### src/rtl/ctrl_pkg.sv
`default_nettype none
// ============================================================================
// Module   : ctrl_pkg
// Purpose  : Shared definitions for the 20-bit control bundle that the opcode
//            decoder emits and the pipeline tracker carries to write-back.
//            Holds bit positions, the packed bundle struct, the nop bundle,
//            opcode constants and a nop-test helper.
// Revision : 1.0 - initial release
// ============================================================================
package ctrl_pkg;

    localparam int CTRL_W         = 20;

    // Bit positions inside the flat bundle
    localparam int BIT_RSVD       = 19;
    localparam int BIT_LOAD       = 18;
    localparam int BIT_WRE        = 17;
    localparam int BIT_VWRE       = 16;
    localparam int BIT_WMEM_A     = 15;
    localparam int BIT_WMEM_B     = 14;
    localparam int BIT_WB_SEL_LO  = 12;
    localparam int BIT_VWB_SEL_LO = 10;
    localparam int BIT_ALU_LO     = 5;
    localparam int BIT_VALU_LO    = 0;

    // Field order matches the bit positions above, MSB first
    typedef struct packed {
        logic       rsvd;
        logic       load;
        logic       wre;
        logic       vector_wre;
        logic       wmem_a;
        logic       wmem_b;
        logic [1:0] wb_sel;
        logic [1:0] vwb_sel;
        logic [4:0] alu_op;
        logic [4:0] valu_op;
    } ctrl_bundle_t;

    localparam ctrl_bundle_t NOP_BUNDLE = '0;

    // Opcode and select encodings shared with the decoder
    localparam logic [4:0] ALU_NOP     = 5'h00;
    localparam logic [4:0] ALU_ADD     = 5'h09;
    localparam logic [4:0] VALU_NOP    = 5'h00;
    localparam logic [4:0] VALU_ARK    = 5'h03;
    localparam logic [1:0] WB_SEL_ALU  = 2'b00;
    localparam logic [1:0] WB_SEL_IMM  = 2'b01;
    localparam logic [1:0] WB_SEL_MEM  = 2'b10;

    function automatic logic is_nop(input ctrl_bundle_t b);
        return (b == NOP_BUNDLE);
    endfunction

endpackage
`default_nettype wire

### src/rtl/ctrl_pipe_tracker_hazard_detect.sv
`default_nettype none
// ============================================================================
// Module   : hazard_detect
// Purpose  : Combinational load-use compare between the EX-stage bundle and
//            the instruction currently sitting in ID.
// Ports    : ex_ctrl_i/ex_rd_i/ex_vd_i     - bundle and destinations in EX
//            id_ctrl_i                     - bundle in ID
//            id_rs*_i/id_vs*_i             - ID source indices
//            id_use_s_i/id_use_v_i         - per-source valid bits
//            hazard_o                      - load-use hazard present
// Revision : 1.0 - initial release
// ============================================================================
module hazard_detect
    import ctrl_pkg::*;
#(
    parameter int RW = 4,
    parameter int VW = 3
) (
    input  ctrl_bundle_t    ex_ctrl_i,
    input  logic [RW-1:0]   ex_rd_i,
    input  logic [VW-1:0]   ex_vd_i,
    input  ctrl_bundle_t    id_ctrl_i,
    input  logic [RW-1:0]   id_rs1_i,
    input  logic [RW-1:0]   id_rs2_i,
    input  logic [VW-1:0]   id_vs1_i,
    input  logic [VW-1:0]   id_vs2_i,
    input  logic [1:0]      id_use_s_i,
    input  logic [1:0]      id_use_v_i,
    output logic            hazard_o
);

    logic w_s_match;
    logic w_v_match;

    always_comb begin
        w_s_match = ex_ctrl_i.wre &&
                    ((id_use_s_i[0] && (id_rs1_i == ex_rd_i)) ||
                     (id_use_s_i[1] && (id_rs2_i == ex_rd_i)));
        w_v_match = ex_ctrl_i.vector_wre &&
                    ((id_use_v_i[0] && (id_vs1_i == ex_vd_i)) ||
                     (id_use_v_i[1] && (id_vs2_i == ex_vd_i)));
        // A nop in ID never needs the loaded value, even if its source
        // fields happen to alias the load destination.
        hazard_o  = ex_ctrl_i.load && !is_nop(id_ctrl_i) && (w_s_match || w_v_match);
    end

endmodule
`default_nettype wire

### src/rtl/ctrl_pipe_tracker.sv
`default_nettype none
// ============================================================================
// Module   : ctrl_pipe_tracker
// Purpose  : Carries the decoder control bundle through EX, MEM and WB,
//            inserting nop bubbles on load-use hazards and branch flushes,
//            holding everything on freeze, and keeping a sticky illegal flag
//            and a saturating bubble counter.
// Ports    : clk, rst (sync, active-low)
//            id_*_i          - ID-stage bundle, destinations, sources, uses
//            flush_i         - kill the instruction leaving ID
//            freeze_i        - hold all stages
//            hazard_stall_o  - hold PC and IF/ID this cycle
//            ex_*/mem_*/wb_* - per-stage fields, all registered
//            illegal_o       - reserved bit seen since reset
//            bubble_cnt_o    - saturating count of hazard bubbles
// Revision : 1.0 - initial release
// ============================================================================
module ctrl_pipe_tracker
    import ctrl_pkg::*;
#(
    parameter int RW    = 4,
    parameter int VW    = 3,
    parameter int CNT_W = 16
) (
    input  logic             clk,
    input  logic             rst,
    input  logic [19:0]      id_ctrl_i,
    input  logic [RW-1:0]    id_rd_i,
    input  logic [VW-1:0]    id_vd_i,
    input  logic [RW-1:0]    id_rs1_i,
    input  logic [RW-1:0]    id_rs2_i,
    input  logic [VW-1:0]    id_vs1_i,
    input  logic [VW-1:0]    id_vs2_i,
    input  logic [1:0]       id_use_s_i,
    input  logic [1:0]       id_use_v_i,
    input  logic             flush_i,
    input  logic             freeze_i,
    output logic             hazard_stall_o,
    output logic [4:0]       ex_alu_op_o,
    output logic [4:0]       ex_valu_op_o,
    output logic             mem_we_a_o,
    output logic             mem_we_b_o,
    output logic             mem_load_o,
    output logic             wb_wre_o,
    output logic             wb_vwre_o,
    output logic [1:0]       wb_sel_o,
    output logic [1:0]       wb_vsel_o,
    output logic [RW-1:0]    wb_rd_o,
    output logic [VW-1:0]    wb_vd_o,
    output logic             illegal_o,
    output logic [CNT_W-1:0] bubble_cnt_o
);

    ctrl_bundle_t     w_id_ctrl;
    ctrl_bundle_t     ex_ctrl_q, ex_ctrl_d, mem_ctrl_q, mem_ctrl_d, wb_ctrl_q, wb_ctrl_d;
    logic [RW-1:0]    ex_rd_q, ex_rd_d, mem_rd_q, mem_rd_d, wb_rd_q, wb_rd_d;
    logic [VW-1:0]    ex_vd_q, ex_vd_d, mem_vd_q, mem_vd_d, wb_vd_q, wb_vd_d;
    logic             illegal_q, illegal_d;
    logic [CNT_W-1:0] cnt_q, cnt_d;
    logic             w_hazard;

    assign w_id_ctrl = ctrl_bundle_t'(id_ctrl_i);

    hazard_detect #(
        .RW (RW),
        .VW (VW)
    ) u_hazard_detect (
        .ex_ctrl_i  (ex_ctrl_q),
        .ex_rd_i    (ex_rd_q),
        .ex_vd_i    (ex_vd_q),
        .id_ctrl_i  (w_id_ctrl),
        .id_rs1_i   (id_rs1_i),
        .id_rs2_i   (id_rs2_i),
        .id_vs1_i   (id_vs1_i),
        .id_vs2_i   (id_vs2_i),
        .id_use_s_i (id_use_s_i),
        .id_use_v_i (id_use_v_i),
        .hazard_o   (w_hazard)
    );

    always_comb begin
        ex_ctrl_d  = ex_ctrl_q;
        ex_rd_d    = ex_rd_q;
        ex_vd_d    = ex_vd_q;
        mem_ctrl_d = mem_ctrl_q;
        mem_rd_d   = mem_rd_q;
        mem_vd_d   = mem_vd_q;
        wb_ctrl_d  = wb_ctrl_q;
        wb_rd_d    = wb_rd_q;
        wb_vd_d    = wb_vd_q;
        illegal_d  = illegal_q;
        cnt_d      = cnt_q;

        if (!freeze_i) begin
            mem_ctrl_d = ex_ctrl_q;
            mem_rd_d   = ex_rd_q;
            mem_vd_d   = ex_vd_q;
            wb_ctrl_d  = mem_ctrl_q;
            wb_rd_d    = mem_rd_q;
            wb_vd_d    = mem_vd_q;

            // Flush and hazard both drop a bubble into EX; only a hazard
            // that is not masked by a flush counts as a stall bubble.
            if (flush_i || w_hazard) begin
                ex_ctrl_d = NOP_BUNDLE;
                ex_rd_d   = '0;
                ex_vd_d   = '0;
            end else begin
                ex_ctrl_d = w_id_ctrl;
                ex_rd_d   = id_rd_i;
                ex_vd_d   = id_vd_i;
            end

            if (!flush_i && w_hazard && (cnt_q != {CNT_W{1'b1}})) begin
                cnt_d = cnt_q + CNT_W'(1);
            end

            if (w_id_ctrl.rsvd) begin
                illegal_d = 1'b1;
            end
        end
    end

    always_ff @(posedge clk) begin
        if (!rst) begin
            ex_ctrl_q  <= NOP_BUNDLE;
            ex_rd_q    <= '0;
            ex_vd_q    <= '0;
            mem_ctrl_q <= NOP_BUNDLE;
            mem_rd_q   <= '0;
            mem_vd_q   <= '0;
            wb_ctrl_q  <= NOP_BUNDLE;
            wb_rd_q    <= '0;
            wb_vd_q    <= '0;
            illegal_q  <= 1'b0;
            cnt_q      <= '0;
        end else begin
            ex_ctrl_q  <= ex_ctrl_d;
            ex_rd_q    <= ex_rd_d;
            ex_vd_q    <= ex_vd_d;
            mem_ctrl_q <= mem_ctrl_d;
            mem_rd_q   <= mem_rd_d;
            mem_vd_q   <= mem_vd_d;
            wb_ctrl_q  <= wb_ctrl_d;
            wb_rd_q    <= wb_rd_d;
            wb_vd_q    <= wb_vd_d;
            illegal_q  <= illegal_d;
            cnt_q      <= cnt_d;
        end
    end

    // Stall only when the bubble actually enters EX this edge
    assign hazard_stall_o = w_hazard && !freeze_i && !flush_i;

    assign ex_alu_op_o  = ex_ctrl_q.alu_op;
    assign ex_valu_op_o = ex_ctrl_q.valu_op;
    assign mem_we_a_o   = mem_ctrl_q.wmem_a;
    assign mem_we_b_o   = mem_ctrl_q.wmem_b;
    assign mem_load_o   = mem_ctrl_q.load;
    assign wb_wre_o     = wb_ctrl_q.wre;
    assign wb_vwre_o    = wb_ctrl_q.vector_wre;
    assign wb_sel_o     = wb_ctrl_q.wb_sel;
    assign wb_vsel_o    = wb_ctrl_q.vwb_sel;
    assign wb_rd_o      = wb_rd_q;
    assign wb_vd_o      = wb_vd_q;
    assign illegal_o    = illegal_q;
    assign bubble_cnt_o = cnt_q;

endmodule
`default_nettype wire

### config.mk
export PLATFORM = sky130hd
export DESIGN_NAME = ctrl_pipe_tracker
export DESIGN_NICKNAME = d
export VERILOG_FILES = /design/src/rtl/ctrl_pkg.sv /design/src/rtl/ctrl_pipe_tracker_hazard_detect.sv /design/src/rtl/ctrl_pipe_tracker.sv
export SDC_FILE = /design/constraint.sdc
export NUM_CORES = 1
export LEC_CHECK = 0
export CORE_MARGIN = 3
export CORE_UTILIZATION = 47
export DETAILED_ROUTE_END_ITERATION = 16
export PLACE_DENSITY = 0.81
export SYNTH_ARGS = -nofsm -noshare
export SYNTH_HDL_FRONTEND = slang
export SYNTH_SLANG_ARGS = --single-unit
### constraint.sdc
create_clock -name clk -period 2.3 [get_ports clk]
set_input_delay 0.46 -clock clk [delete_from_list [all_inputs] [get_ports clk]]
set_output_delay 0.46 -clock clk [all_outputs]
set_load 0.1 [all_outputs]
==> reports/qor.yml <==
max_clock_freq_mhz: 434
h-tree-depth: 3
portBuffers: 92
synth_mux_area_share_pct: 10.8
die_h_um: 86.7
viasPerCell: 5.54
synth_adder_area_share_pct: 0.408
dieArea_um2: 7520
seq_area_frac_synth_pct: 47.0
worstHoldPathType: "flop to flop"
synth.top_cell.area_share_pct: 47.0
tritoncts: "yes"
post-route-min-period_ns: 2.30
p_total_uw: 2700
crit_arrival_ns: 1.84
routed_wl_mm: 7.62
n_antenna_cell: 0
clk_pin_slew_ns: 0.09
synth_seq_cells: 72
dr.pass1.iters: 4
cap_violations: 0
ys_warn_count: 0
clock_sinks: 72
power_leakage_uw: 0.00186
antenna_found_initial: 0
grt_overflow: 0
postSynthCellCount: 306
reg2reg_slack_ns: 0.30
synth_compound_area_share_pct: 13.2
setup_viol: 1
reg2reg_from: "bubble_cnt_o[0]"
gp_congestion: 0.896
cts_made_buffers: 9
max_stage_delay_ns: 0.38
period_share_pct: 100
grt_pass1_wl_mm: 12.2
whs_path_depth: 1
clk_latency_ns: 0.35
ctsHoldBuffers: 0
yosysUniqueCellTypes: 37
yosysMostFrequentCell: "dfxtp_1"
critPathRequiredTime_ns: 1.84
postSynthAreaPerCell_um2: 10.0
startpoint_type: "flop"
fin_ws_ns: -0.00492
die_w_um: 86.7
io_pins: 93
cts_root_buf: "clkbuf_8"
drive_above_1_share_pct: 25.7
rsz0062_at_grt: "true"
status: "finished, violations left"
hold_end: "ex_ctrl_q[14]"
synth_top_family_by_area: "simple AND/OR/NAND/NOR gates"
syn_nets: 356
critPathSlowestCell: "dfxtp_4"
fin_worst_skew_ns: 0.00941
slew_viol_final: 0
worst_r2r_path_depth: 7
synthFlopType: "dfxtp_1"
critPathMostFrequentCell: "nor4_4"
synthSimpleGateAreaFrac_pct: 18.0
grt_usage_pct: 20.8
clk_path_buf_depth: 2
grt_pass1_vias: 2503
vias: 2637
dp_hpwl_mm: 5.39
path_cells: "xor2_4 > nor4_4 > a211oi_4 > nor4_4 > buf_12"
utilization_pct: 69.9
synth_edf_count: 0
fin_hold_ws_ns: 0.483
path_buf_inv: 1
synth_area_leaders: "dfxtp_1, mux2i_1, a22o_1, nor2_1, buf_4"
worstPathMaxFanout: 4
routedWlPerCell_um: 16.0
synthTopCellsByCount: "dfxtp_1, nor2_1, mux2i_1"
rows: 28
drc: 0
drt_iter0_markers: 114
min_from: "ex_ctrl_q[14]"
worstSetupPathType: "flop to output pin"
core_area_um2: 6130
r2r-end: "bubble_cnt_o[9]"
initial_core_util_pct: 50.0
tightest_slew_ns: 0.489
grt_max_degree: 40
synth_xor_area_share_pct: 4.00
stdcell_area_um2: 4290
place_area_um2: 3940
p_per_area_nw_per_um2: 629
synth_top_cell_by_area: "dfxtp_1"
fin_nets: 446
endpoint_kind: "output pin"
async_flop_share_pct: 0
peakVddDrop_uv: 502
synthesis.area_um2: 3060
hold_viol: 0
ant_nets: 0
area_growth_pct: 39.9
violations: "setup timing"
slew_headroom_pct: 67.4
critPathTopFamily: "simple AND/OR/NAND/NOR gates"
==> power breakdown <==
group	internal (µW)	switching, µW
registers	1270	22.5
logic	145	195
clock network	548	516
total	1960	734
==> repair_timing <==
| item | in CTS | in global routing |
|---|---|---|
| setup endpoints to repair | 1 | 1 |
| buffers inserted | 2 | 0 |
| gates resized for setup | 24 | 25 |
| pin swaps | 9 | 15 |
==> metrics by stage <==
| step | instances | setup WS, ns | setup TNS, ns |
|---|---|---|---|
| finish | 476 | -0.00492 | -0.00492 |
| global route | 476 | -0.0795 | -0.0795 |
| CTS | 476 | -0.0371 | -0.0371 |
| detailed placement | 458 | -0.191 | -0.295 |
| global placement | 458 | -0.174 | -0.174 |
| floorplan | 306 | -0.384 | -0.384 |
==> kinds of logic after synthesis <==
family,Yosys count
flops,72
buf+inv,32
fa+ha+maj,1
simple gates,100
mux,33
compound gates,54
xor+xnor,14
==> sequential cells by signal (all words and copies together), names as in the netlist <==
signal,cells
wb_vwre_o,1
wb_sel_o,2
wb_vd_o,3
bubble_cnt_o,16
wb_rd_o,4
ex_rd_q,4
illegal_o,1
mem_load_o,1
ex_valu_op_o,5
ex_vd_q,3
ex_ctrl_q,9
wb_wre_o,1
ex_alu_op_o,5
wb_vsel_o,2
mem_rd_q,4
mem_ctrl_q,6
mem_we_a_o,1
mem_vd_q,3
mem_we_b_o,1
==> final cells by class <==
class	count	area (µm²)
repair buffers	108	965
flip-flops and latches	72	1450
inverters	3	12.5
well taps	75	93.8
clock inverters	6	75.1
multi-input cells	202	1550
fillers	448	1840
clock buffers	10	138
==> metal layers <==
metal	wire length (µm)	track usage (%)	part of all wire (%)
met3	598	5.23	7.8
met4	59	8.78	0.77
met2	3830	35.0	50
met1	3130	25.1	41
met5	0	0	0
==> cells in the final DEF (no fill, tap or decap), types with 6 or more instances in the layout <==
| cell type | count |
|---|---|
| buf_4 | 57 |
| clkbuf_8 | 10 |
| o21ai_0 | 9 |
| nand3_1 | 6 |
| nor2_1 | 33 |
| xnor2_1 | 6 |
| dlymetal6s2s_1 | 10 |
| nand2b_1 | 7 |
| dfxtp_1 | 66 |
| clkdlybuf4s50_1 | 21 |
| a22o_1 | 26 |
| dlygate4sd2_1 | 15 |
| nand4_1 | 11 |
| a21oi_1 | 10 |
| or3_1 | 8 |
| nand2_1 | 7 |
| mux2i_1 | 33 |
==> worst max path at each step <==
| stage | startpoint | endpoint | slack (ns) | depth (start not counted) |
|---|---|---|---|---|
| floorplan | id_rs1_i[1] | hazard_stall_o | -0.38 | 5 |
| global placement | id_rs1_i[2] | hazard_stall_o | -0.17 | 7 |
| detailed placement | id_rs2_i[2] | hazard_stall_o | -0.19 | 7 |
| CTS | id_vs2_i[0] | hazard_stall_o | -0.04 | 7 |
| global route | id_ctrl_i[14] | hazard_stall_o | -0.08 | 7 |
| finish | ex_rd_q[1] | hazard_stall_o | -0.005 | 5 |
(Power assumes the default switching activity.)
